File: src/rtl/uart_rx_cfg.sv
// Parametrised UART receiver: configurable data width, parity and stop bits,
// 3-point majority sampling, framing/parity/break/overrun status and a
// valid/ready holding register toward the consumer.
module uart_rx_cfg #(
  parameter int unsigned CLKS_PER_BIT = 104,
  parameter int unsigned DATA_BITS    = 8,
  parameter int unsigned PARITY       = 0,
  parameter int unsigned STOP_BITS    = 1
) (
  input  logic                 clk,
  input  logic                 rstn,
  input  logic                 i_rx,
  output logic [DATA_BITS-1:0] o_data,
  output logic                 o_valid,
  input  logic                 i_ready,
  output logic                 o_frame_err,
  output logic                 o_parity_err,
  output logic                 o_break,
  output logic                 o_overrun
);

  localparam int unsigned H = CLKS_PER_BIT / 2;
  localparam logic [15:0] CntLast = 16'(CLKS_PER_BIT - 1);
  localparam logic [15:0] CntS0   = 16'(H - 1);
  localparam logic [15:0] CntS1   = 16'(H);
  localparam logic [15:0] CntRes  = 16'(H + 1);
  localparam logic [3:0]  DataLast = 4'(DATA_BITS - 1);
  localparam logic [3:0]  StopLast = 4'(STOP_BITS - 1);

  typedef enum logic [2:0] {
    StIdle, StStart, StData, StPar, StStop, StDeliver, StWaitHigh
  } state_t;

  logic                 r_sync1, r_sync2;
  state_t               r_state, w_state_nxt;
  logic [15:0]          r_ccnt, w_ccnt_nxt;
  logic [3:0]           r_bcnt, w_bcnt_nxt;
  logic                 r_s0, w_s0_nxt;
  logic                 r_s1, w_s1_nxt;
  logic [DATA_BITS-1:0] r_shift, w_shift_nxt;
  logic                 r_par, w_par_nxt;
  logic                 r_ferr, w_ferr_nxt;
  // Any sampled 1 among data, parity and stop bits; a break needs none.
  logic                 r_nz, w_nz_nxt;

  logic [DATA_BITS-1:0] r_data;
  logic                 r_valid, r_fe, r_pe, r_brk, r_ovr;

  logic w_rxs, w_maj, w_res, w_end, w_perr, w_deliver, w_xfer;

  assign w_rxs = r_sync2;
  assign w_maj = (r_s0 & r_s1) | (r_s0 & w_rxs) | (r_s1 & w_rxs);
  assign w_res = (r_ccnt == CntRes);
  assign w_end = (r_ccnt == CntLast);

  // Two-flop synchroniser for the asynchronous serial line; idles high.
  always_ff @(posedge clk or negedge rstn) begin
    if (!rstn) begin
      r_sync1 <= 1'b1;
      r_sync2 <= 1'b1;
    end else begin
      r_sync1 <= i_rx;
      r_sync2 <= r_sync1;
    end
  end

  // Receive FSM and bit datapath registers.
  always_ff @(posedge clk or negedge rstn) begin
    if (!rstn) begin
      r_state <= StIdle;
      r_ccnt  <= '0;
      r_bcnt  <= '0;
      r_s0    <= 1'b1;
      r_s1    <= 1'b1;
      r_shift <= '0;
      r_par   <= 1'b0;
      r_ferr  <= 1'b0;
      r_nz    <= 1'b0;
    end else begin
      r_state <= w_state_nxt;
      r_ccnt  <= w_ccnt_nxt;
      r_bcnt  <= w_bcnt_nxt;
      r_s0    <= w_s0_nxt;
      r_s1    <= w_s1_nxt;
      r_shift <= w_shift_nxt;
      r_par   <= w_par_nxt;
      r_ferr  <= w_ferr_nxt;
      r_nz    <= w_nz_nxt;
    end
  end

  // Next-state logic: bit timing, majority resolution and frame sequencing.
  always_comb begin
    w_state_nxt = r_state;
    w_ccnt_nxt  = r_ccnt;
    w_bcnt_nxt  = r_bcnt;
    w_s0_nxt    = r_s0;
    w_s1_nxt    = r_s1;
    w_shift_nxt = r_shift;
    w_par_nxt   = r_par;
    w_ferr_nxt  = r_ferr;
    w_nz_nxt    = r_nz;

    if (r_state inside {StStart, StData, StPar, StStop}) begin
      w_ccnt_nxt = w_end ? 16'd0 : r_ccnt + 16'd1;
      if (r_ccnt == CntS0) w_s0_nxt = w_rxs;
      if (r_ccnt == CntS1) w_s1_nxt = w_rxs;
    end

    unique case (r_state)
      StIdle: begin
        w_ccnt_nxt = '0;
        w_bcnt_nxt = '0;
        w_ferr_nxt = 1'b0;
        w_nz_nxt   = 1'b0;
        if (!w_rxs) w_state_nxt = StStart;
      end
      StStart: begin
        if (w_res && w_maj) begin
          // Start bit did not hold low through mid-bit: treat as a glitch.
          w_state_nxt = StIdle;
          w_ccnt_nxt  = '0;
        end else if (w_end) begin
          w_state_nxt = StData;
        end
      end
      StData: begin
        if (w_res) begin
          w_shift_nxt = {w_maj, r_shift[DATA_BITS-1:1]};
          w_nz_nxt    = r_nz | w_maj;
        end
        if (w_end) begin
          if (r_bcnt == DataLast) begin
            w_bcnt_nxt  = '0;
            w_state_nxt = (PARITY != 0) ? StPar : StStop;
          end else begin
            w_bcnt_nxt = r_bcnt + 4'd1;
          end
        end
      end
      StPar: begin
        if (w_res) begin
          w_par_nxt = w_maj;
          w_nz_nxt  = r_nz | w_maj;
        end
        if (w_end) w_state_nxt = StStop;
      end
      StStop: begin
        if (w_res) begin
          if (!w_maj) w_ferr_nxt = 1'b1;
          w_nz_nxt = r_nz | w_maj;
          if (r_bcnt == StopLast) begin
            // Deliver at mid-bit so the next start edge is never missed.
            w_state_nxt = StDeliver;
            w_ccnt_nxt  = '0;
          end
        end
        if (w_end) w_bcnt_nxt = r_bcnt + 4'd1;
      end
      StDeliver: begin
        w_ccnt_nxt  = '0;
        w_state_nxt = r_ferr ? StWaitHigh : StIdle;
      end
      StWaitHigh: begin
        if (w_rxs) w_state_nxt = StIdle;
      end
      default: w_state_nxt = StIdle;
    endcase
  end

  // Parity check of the assembled character.
  always_comb begin
    w_perr = 1'b0;
    if (PARITY == 1) begin
      w_perr = ~(^{r_shift, r_par});
    end else if (PARITY == 2) begin
      w_perr = ^{r_shift, r_par};
    end
  end

  assign w_deliver = (r_state == StDeliver);
  assign w_xfer    = r_valid & i_ready;

  // Holding register: loads when empty or draining this cycle, else drops.
  always_ff @(posedge clk or negedge rstn) begin
    if (!rstn) begin
      r_data  <= '0;
      r_valid <= 1'b0;
      r_fe    <= 1'b0;
      r_pe    <= 1'b0;
      r_brk   <= 1'b0;
      r_ovr   <= 1'b0;
    end else begin
      if (w_deliver && (!r_valid || i_ready)) begin
        r_data  <= r_shift;
        r_valid <= 1'b1;
        r_fe    <= r_ferr;
        r_pe    <= w_perr;
        r_brk   <= r_ferr & ~r_nz;
      end else if (w_xfer) begin
        r_valid <= 1'b0;
      end
      if (w_deliver && r_valid && !i_ready) begin
        r_ovr <= 1'b1;
      end else if (w_xfer) begin
        r_ovr <= 1'b0;
      end
    end
  end

  assign o_data       = r_data;
  assign o_valid      = r_valid;
  assign o_frame_err  = r_fe;
  assign o_parity_err = r_pe;
  assign o_break      = r_brk;
  assign o_overrun    = r_ovr;

endmodule

File: config.mk
export PLATFORM = sky130hd
export DESIGN_NAME = uart_rx_cfg
export DESIGN_NICKNAME = d
export VERILOG_FILES = /design/src/rtl/uart_rx_cfg.sv
export SDC_FILE = /design/constraint.sdc
export NUM_CORES = 1
export LEC_CHECK = 0
export BUFFER_PORTS_ARGS = -buffer_cell sky130_fd_sc_hd__buf_2
export CORE_MARGIN = 2
export CORE_UTILIZATION = 30
export DETAILED_ROUTE_END_ITERATION = 10
export GPL_TIMING_DRIVEN = 1
export PLACE_DENSITY_LB_ADDON = 0.25
export RECOVER_POWER = 50
export SYNTH_ARGS = -nofsm -noshare
export SYNTH_HDL_FRONTEND = slang
export SYNTH_SLANG_ARGS = --single-unit
File: constraint.sdc
create_clock -name clk -period 1.74 [get_ports clk]
set_input_delay 0 -clock clk [delete_from_list [all_inputs] [get_ports clk]]
set_output_delay 0 -clock clk [all_outputs]
set_load 0.02 [all_outputs]
==> results list, run 1 <==
* Cell type group with the largest total delay on the critical path: simple AND/OR/NAND/NOR gates
- Final hold violation count: 0
* Final weighted congestion in routability-driven placement: 0.764
- Initial DRC count: between 60 and 70
* Area taken by multi-input logic gates: 1340 µm²
* Setup Crit Path Kind: flop to flop
- The HPWL after detailed placement is 3.97 mm.
- Top-Level Pins: 17
- In the final routed layout, each cell accounts on average for 13.7 µm.
- EDFF count, synth: 0
- Crit path launch type: flop
- The checks that failed: negative setup slack.
- TritonCTS built the clock tree.
* Clock latency at the later pin of the worst-skew pair: 300 ps
* Power per standard cell area: 578 nW/µm²
- In the final routing, the length of wire on met1 measures 2.69 mm.
- Post-Layout Inst Area: 3320 µm²
- H-tree depth: 2
- Data required time at the worst endpoint: roughly 1900 ps
- The placed instances occupy a cell area of 3030 µm².
- After synthesis, flip-flops and latches occupy approximately 48% of the total area.
* Static leakage: approximately 1.5 nW
- Number of buffers added on ports: 15
* Maxcap violations: 0
- Delay of the slowest critical-path stage: 420 ps
- Share of layout cells above drive strength 1: 39.5%
- Transition time at the pin with the least slew margin: 1210 ps
- Floorplan die area: ~9200 µm²
- CTS saw 49 sinks.
* Wire length of the first global-routing pass: between 10 and 15 mm
- For the worst setup path, the data arrival time is 2020 ps.
- The initial utilization of the core area, before any placement, comes to 30.9%.
* Maximum VDD drop: 0.000256 V
- Slowest CP cell: dfrtp_1
- For the finished layout, the period the worst path requires is around 1800 ps.
* Layout Nets: 312
- In the global route stage, overall resource usage came out at around 14%.
- After filler insertion, the fill cell instance count of the layout stands at 808.
* Total wire length: 5.61 mm
- Routed vias: ~2000
- Max Clock Freq: 548 MHz
- Result of the run: complete, but fails checks
* Most used flip-flop cell after synthesis: dfrtp_1
- Highest routing layer actually used: met4
* Number of global-route vias before repair: 2044
- Yosys warning count: 0
* Pre-Repair DR Iteration Count: 5
- Avg Inst Size Synth: 10.4 µm²
* Initial antenna violation count: 0
- Wire length on met2: 2.72 mm
- Min Hold Slack: 332 ps
- In the layout the commonest cells are dfrtp_1 (45), buf_4 (36), nand2_1 (15), a21oi_1 (15), buf_2 (15).
- Clock tree synthesis inserted a total of 5 buffers.
- STA classifies the critical path endpoint as a flop.
- Detailed-routed wire length on met3: ~150 µm
* Placement row count: 33
* Final period util: 105%
- Setup violations remaining at the end of the flow were counted as 26.
- The synthesized design contains 49 register bits.
* Total power after layout: between 1.5 and 2 mW
- Once detail routing completed, the nets flagged for antenna violations numbered 0.
* Cells after synthesis: around 250
* Commonest non-fill, non-tap cell in the layout: dfrtp_1
- After detailed routing, the number of vias per cell comes to 4.98.
* Die height: 96.1 µm
- Number of antenna diodes: 0
* Worst-case headroom to the max-slew limit: 19.2%
* Buffers and inverters on the worst path: 1
- The path class of the tightest hold or removal check is input pin to flop.
- Growth of design area from synthesis to finish: 30.6%
- Unrepaired setup endpoints after global routing: yes
- Root Buffer: clkbuf_8
- Synthesized area: about 2500 µm²
- Of all nets on the critical path, the largest fanout is 8.
- Yosys mapped the design onto 52 distinct sky130hd cell types.
- No sink is reached through more buffers than the 2 on the longest clock path.
- Net count after synthesis: about 250
* Maximum clock skew at final layout: 10.3 ps
- Pins over their slew limit: 0
* Count of unresolved DRC violations after routing: 0
* Final core utilization: approximately 40%
- Die width: 96.1 µm
* Total grt overflow: 0
- Storage cell area: 1230 µm²
- Once routing completed, OpenROAD measured the worst setup slack at -86.1 ps.
* Clock slew seen by the registers of the worst setup and hold paths: 100 ps
- Critical path cell sequence: nor4_4 > and4_4 > nand3_4 > nor3_4 > buf_12 > mux2_4
- Largest net degree at the start of global routing: 50
- Core outline area: 8220 µm²
- Asr flop ratio synth: 100%
[Yosys cell counts (2+ instances only)]
cell | count | area, µm²
nor3_1 | 9 | 45.0
nor2b_1 | 2 | 12.5
dfstp_2 | 4 | 105
nand4_1 | 2 | 12.5
clkbuf_1 | 5 | 18.8
buf_2 | 3 | 15.0
nor4_1 | 6 | 37.5
ha_1 | 5 | 62.6
o211ai_1 | 2 | 15.0
a31oi_1 | 5 | 31.3
o21ai_0 | 11 | 55.1
a21oi_1 | 25 | 125
and4bb_2 | 2 | 25.0
inv_1 | 10 | 37.5
nand3_1 | 11 | 55.1
nand3_2 | 2 | 20.0
mux2_2 | 18 | 203
nor2_1 | 9 | 33.8
nand2_1 | 16 | 60.1
dfrtp_1 | 45 | 1130
xnor2_1 | 11 | 96.3
buf_4 | 3 | 22.5
and3_1 | 5 | 31.3
and2_1 | 2 | 12.5
xor2_1 | 4 | 35.0
nor3b_1 | 2 | 15.0
[final timing paths]
| path | slack (ps) | endpoint | cells after the start | from |
|---|---|---|---|---|
| worst max-delay path | -90 | r_shift[6] | 6 | r_ccnt[14] |
| worst min-delay path | 330 | r_sync1 | 2 | i_rx |
| worst max register to register | -90 | r_shift[6] | 6 | r_ccnt[14] |
| worst min register to register | 360 | r_sync2 | 0 | r_sync1 |
| max in group asynchronous | 440 | r_bcnt[0] | 3 | rstn |
| min in group asynchronous | 550 | o_data[4] | 3 | rstn |
[power by group]
group          internal [mW]  total, mW  switching [mW]
logic                 0.0115     0.0422          0.0307
clock network          0.328      0.730           0.402
registers               1.14       1.15         0.00194
[cell type report]
type / instances / area share (%)
inverter: 11 / 1.24
sequential: 49 / 37.1
timing repair buffer: 62 / 14.4
clock inverter: 2 / 0.490
clock buffer: 6 / 2.49
tap: 105 / 3.96
multi-input combinational: 174 / 40.4
[timing repair]
item / 4_1_cts / 5_1_grt
pin swaps: 12 / 12
setup buffers: 2 / 3
resized for setup: 24 / 20
hold buffers: 3 / 0
hold endpoints to repair: 52 / 0
endpoints found under the setup margin: 26 / 31
[per-stage QoR]
stage | setup TNS, ps | setup slack [ps] | std cells
2_1_floorplan | -904 | -84.9 | 245
3_3_place_gp | -1280 | -87.0 | 394
3_5_place_dp | -2250 | -130 | 394
4_1_cts | -1530 | -96.2 | 407
5_1_grt | -4170 | -200 | 409
6_report | -1490 | -86.1 | 409
[kinds of logic after synthesis]
| group | after synthesis | synth area share, % |
|---|---|---|
| and+or+nand+nor | 79 | 18.5 |
| buffers and inverters | 22 | 3.84 |
| other | 1 | 0.147 |
| muxes | 20 | 8.81 |
| xor gates and xnor gates | 15 | 5.17 |
| AOI/OAI and AO/OA | 53 | 12.3 |
| adders and majority gates | 6 | 2.85 |
| DFF | 49 | 48.4 |
[worst reg2reg max path, stage by stage, from the launching register on]
cell	delay, ps
dfrtp_1	420
nor4_4	300
and4_4	290
nand3_4	90
nor3_4	160
buf_12	160
mux2_4	300
[sequential cells by signal (all words and copies together), names as in the netlist, 3 cells and up]
name	flops
r_ccnt	16
o_data	8
r_bcnt	4
r_state	3
r_shift	8
[layer usage]
layer,track usage (%),vias to the layer above
li1,-,996
met1,19.4,1013
met3,2.58,4
met2,22.2,25
met5,0,-
met4,3.21,0
Power figures use the tool's default switching activity.
==> run 2: changes to the inputs <==
--- a/config.mk
+++ b/config.mk
@@ -6,7 +6,6 @@
 export NUM_CORES = 1
 export LEC_CHECK = 0
 export BUFFER_PORTS_ARGS = -buffer_cell sky130_fd_sc_hd__buf_2
-export CORE_MARGIN = 2
 export CORE_UTILIZATION = 30
 export DETAILED_ROUTE_END_ITERATION = 10
 export GPL_TIMING_DRIVEN = 1
==> run 2 against run 1 <==
The run still ends with negative setup slack left. Via count decreased by 2.9%. Count of clock-buffer cells in the layout is 1 lower. Clock power up 20%. Sequential power hardly changed. Combinational power increased by 2%. Utilization increased by 0.37 points. First-iteration DRC count increased by 39%. Largest cell class unchanged. Fmax fell by 1.7%.
==> results list, run 2 (synthesized netlist as in run 1, its figures left out) <==
- Result of the run: complete, but fails checks
- The checks that failed: negative setup slack.
- The library cells used most frequently in the layout, excluding fill and tap cells, are dfrtp_1 (45), buf_4 (29), a21oi_2 (16), nand2_1 (14), buf_2 (14).
* Via-to-Cell Ratio: 4.90 (-1.7%)
* Critical path fanouts, max: 8 (unchanged)
- STA classifies the critical path startpoint as a flop.
- The count of placed standard cells including taps came to 389 (-1.3%).
- The final estimated routing congestion in global placement came to 0.757 (-0.90%).
* Largest net degree at the start of global routing: 31 (-38%)
- The measured slew at the worst slew-check pin is 1150 ps (-64.0 ps).
* Number of sinks on the clock net: 49 (unchanged)
- Total power after layout: 2.06 mW (+7.5%)
- Worst hold path type: input pin to flop
* Critical path's most frequent cell: buf_6
- The width of the die came to 94.1 µm (-2.1%).
* Power per standard cell area: 616 nW/µm² (+6.5%)
- TritonCTS built the clock tree.
- H-tree depth: 2 (unchanged)
* Number of cells on the worst reg-to-reg path: 7 (+1)
* Static leakage: 1.45 nW (-1.9%)
- The worst register-to-register path ends at r_ccnt[12].
* Floorplan die area: 8850 µm² (-4.1%)
* Final period util: 107% (+1.8 points)
- Root Buffer: clkbuf_8
- The clock input transition at the sequential cells of the worst setup and hold paths is 100 ps (about the same).
- Count of unresolved DRC violations after routing: 0 (unchanged)
* Placement row count: 33 (unchanged)
- Worst R2R Setup Slack: -120 ps (-30 ps)
* Wire length of the first global-routing pass: 9.32 mm (-7.0%)
- Data arrival, critical path: 2060 ps (+40 ps)
* Worst setup path end: r_ccnt[12]
- Die height: 94.1 µm (-2.1%)
- The global route total overflow is 0 (unchanged).
- Critical path capture point type: flop
- Ranked by flip-flop count, first place goes to r_ccnt.
* Setup Crit Path Kind: flop to flop
* Critical hold path startpoint: i_rx
- Fin worst setup slack: -118 ps (-31.8 ps)
- Number of buffers inserted during clock tree synthesis: 5 (unchanged)
- Number of global-route vias before repair: 1919 (-6.1%)
- The maximum number of buffers from clock root to sink is 2 (unchanged).
- Critical path cell sequence: nor4_4 > and4_4 > buf_6 > o21ai_2 > a22oi_2 > buf_6 > a21oi_2
- The count of routing violations after the opening detailed-route iteration came to 89 (+39%).
- The delay of the slowest critical-path stage came to 420 ps (about the same).
* Core outline area: 8220 µm² (unchanged)
- The iteration count of the initial detailed-routing pass came to 4 (-1).
- The max-cap violation count is 0 (unchanged).
- Total of endpoints with negative setup slack in the final report: 25 (-3.8%)
- Number of buffers added on ports: 15 (unchanged)
* Data required time at the worst endpoint: 1940 ps (about the same)
- Max Clock Freq: 538 MHz (-1.7%)
* Initial antenna violation count: 0 (unchanged)
- The source-to-sink clock delay at the later pin of the worst-skew pair is 310 ps (about the same).
- Final hold violation count: 0 (unchanged)
- The most critical setup path has its startpoint at r_ccnt[12].
- Top-Level Pins: 17 (unchanged)
- Placed wire-length estimate after detailed placement: 3.93 mm (-0.89%)
- The tightest hold margin came to 316 ps (-16.1 ps).
- The overall track demand over capacity in global routing came to 13.7% (-0.16 points).
- The initial core utilization was 30.9% (unchanged).
- The total inserted antenna cells is 0 (unchanged).
- Growth of design area from synthesis to finish: 31.8%
* Layout Nets: 307 (-1.6%)
- Among all stages on the critical path, the largest delay is contributed by dfrtp_1.
* Number of nets with antenna violations after routing: 0 (unchanged)
* Max FFs per register: 16 (unchanged)
* Unrepaired setup endpoints after global routing: yes
- The total via count in the routed design is 1978 (-2.9%).
- Share of layout cells above drive strength 1: 39.1% (-0.34 points)
* Pins over their slew limit: 0 (unchanged)
* Maximum clock skew at final layout: 7.22 ps (-3.04 ps)
- The final critical-path required period is 1860 ps (+31.8 ps).
* Commonest non-fill, non-tap cell in the layout: dfrtp_1
- Origin of the critical flop-to-flop path: r_ccnt[12]
- The relative slew slack came to 23.5% (+4.3 points).
* Post-layout instance count excluding filler cells: 404 (-1.2%)
- Total wire length: 5.60 mm (-0.25%)
- The maximum ir drop on the vdd rail is 0.000277 V (+8.3%).
- Mean routed wirelength per cell: 13.9 µm (+0.99%)
-- run 2: cell types whose count changed in the layout (fill, tap and decap cells not counted), moves of 2 or more --
cell / previous run / this run
a21oi_2: 10 / 16
buf_6: 5 / 7
buf_4: 36 / 29
a21oi_1: 15 / 9
nor4_2: 2 / 0
nor4_4: 1 / 3
-- run 2: layer usage --
| metal | GRT usage (%) | vias up | part of all wire (%) |
|---|---|---|---|
| li1 | - | 991 | - |
| met1 | 19.3 | 967 | 50 |
| met2 | 20.9 | 15 | 46 |
| met3 | 2.43 | 5 | 2.1 |
| met4 | 5.00 | 0 | 1.5 |
| met5 | 0 | - | 0 |
-- run 2: worst min-delay path by stage --
stage,to,cells after the start
after global routing,r_sync1,2
final,r_sync1,2
after detailed placement,o_data[4],1
after floorplan,o_break,0
after global placement,o_data[4],1
after CTS,o_data[4],2
-- run 2: final cells by class --
| class | instances | area, µm² |
|---|---|---|
| sequential | 49 | 1230 |
| clock inverter | 3 | 50.0 |
| timing repair buffer | 57 | 448 |
| tap | 105 | 131 |
| fill | 795 | 4870 |
| inverter | 11 | 41.3 |
| clock buffer | 5 | 68.8 |
| multi-input combinational | 174 | 1380 |
-- run 2: what timing repair did --
item | CTS | global route
gates resized for setup | 13 | 38
endpoints found under the setup margin | 27 | 33
hold endpoints to repair | 22 | 0
hold buffers | 3 | 0
setup buffers | 0 | 4
pin swaps | 4 | 27
-- run 2: where the power goes --
part           total (mW)  internal, mW  switching (mW)  leakage (nW)
registers            1.15          1.14         0.00183         0.649
logic              0.0432        0.0118          0.0315         0.745
clock network       0.873         0.441           0.432        0.0603
-- run 2: stage by stage --
stage	area, µm²	utilization, %	TNS (ps)	worst slack, ps
after floorplan	2550	-	-904	-84.9
after global placement	2990	36.4	-2060	-115
after detailed placement	2990	36.4	-2510	-134
after CTS	3190	38.8	-2860	-144
after global routing	3350	40.8	-7810	-204
final	3350	40.8	-2550	-118
-- run 2: critical path: cells and delay by family, from the launching register on --
kind / cells / cell delay (ps)
simple gates: 2 / 620
buf+inv: 2 / 320
flops: 1 / 420
compound gates: 3 / 380
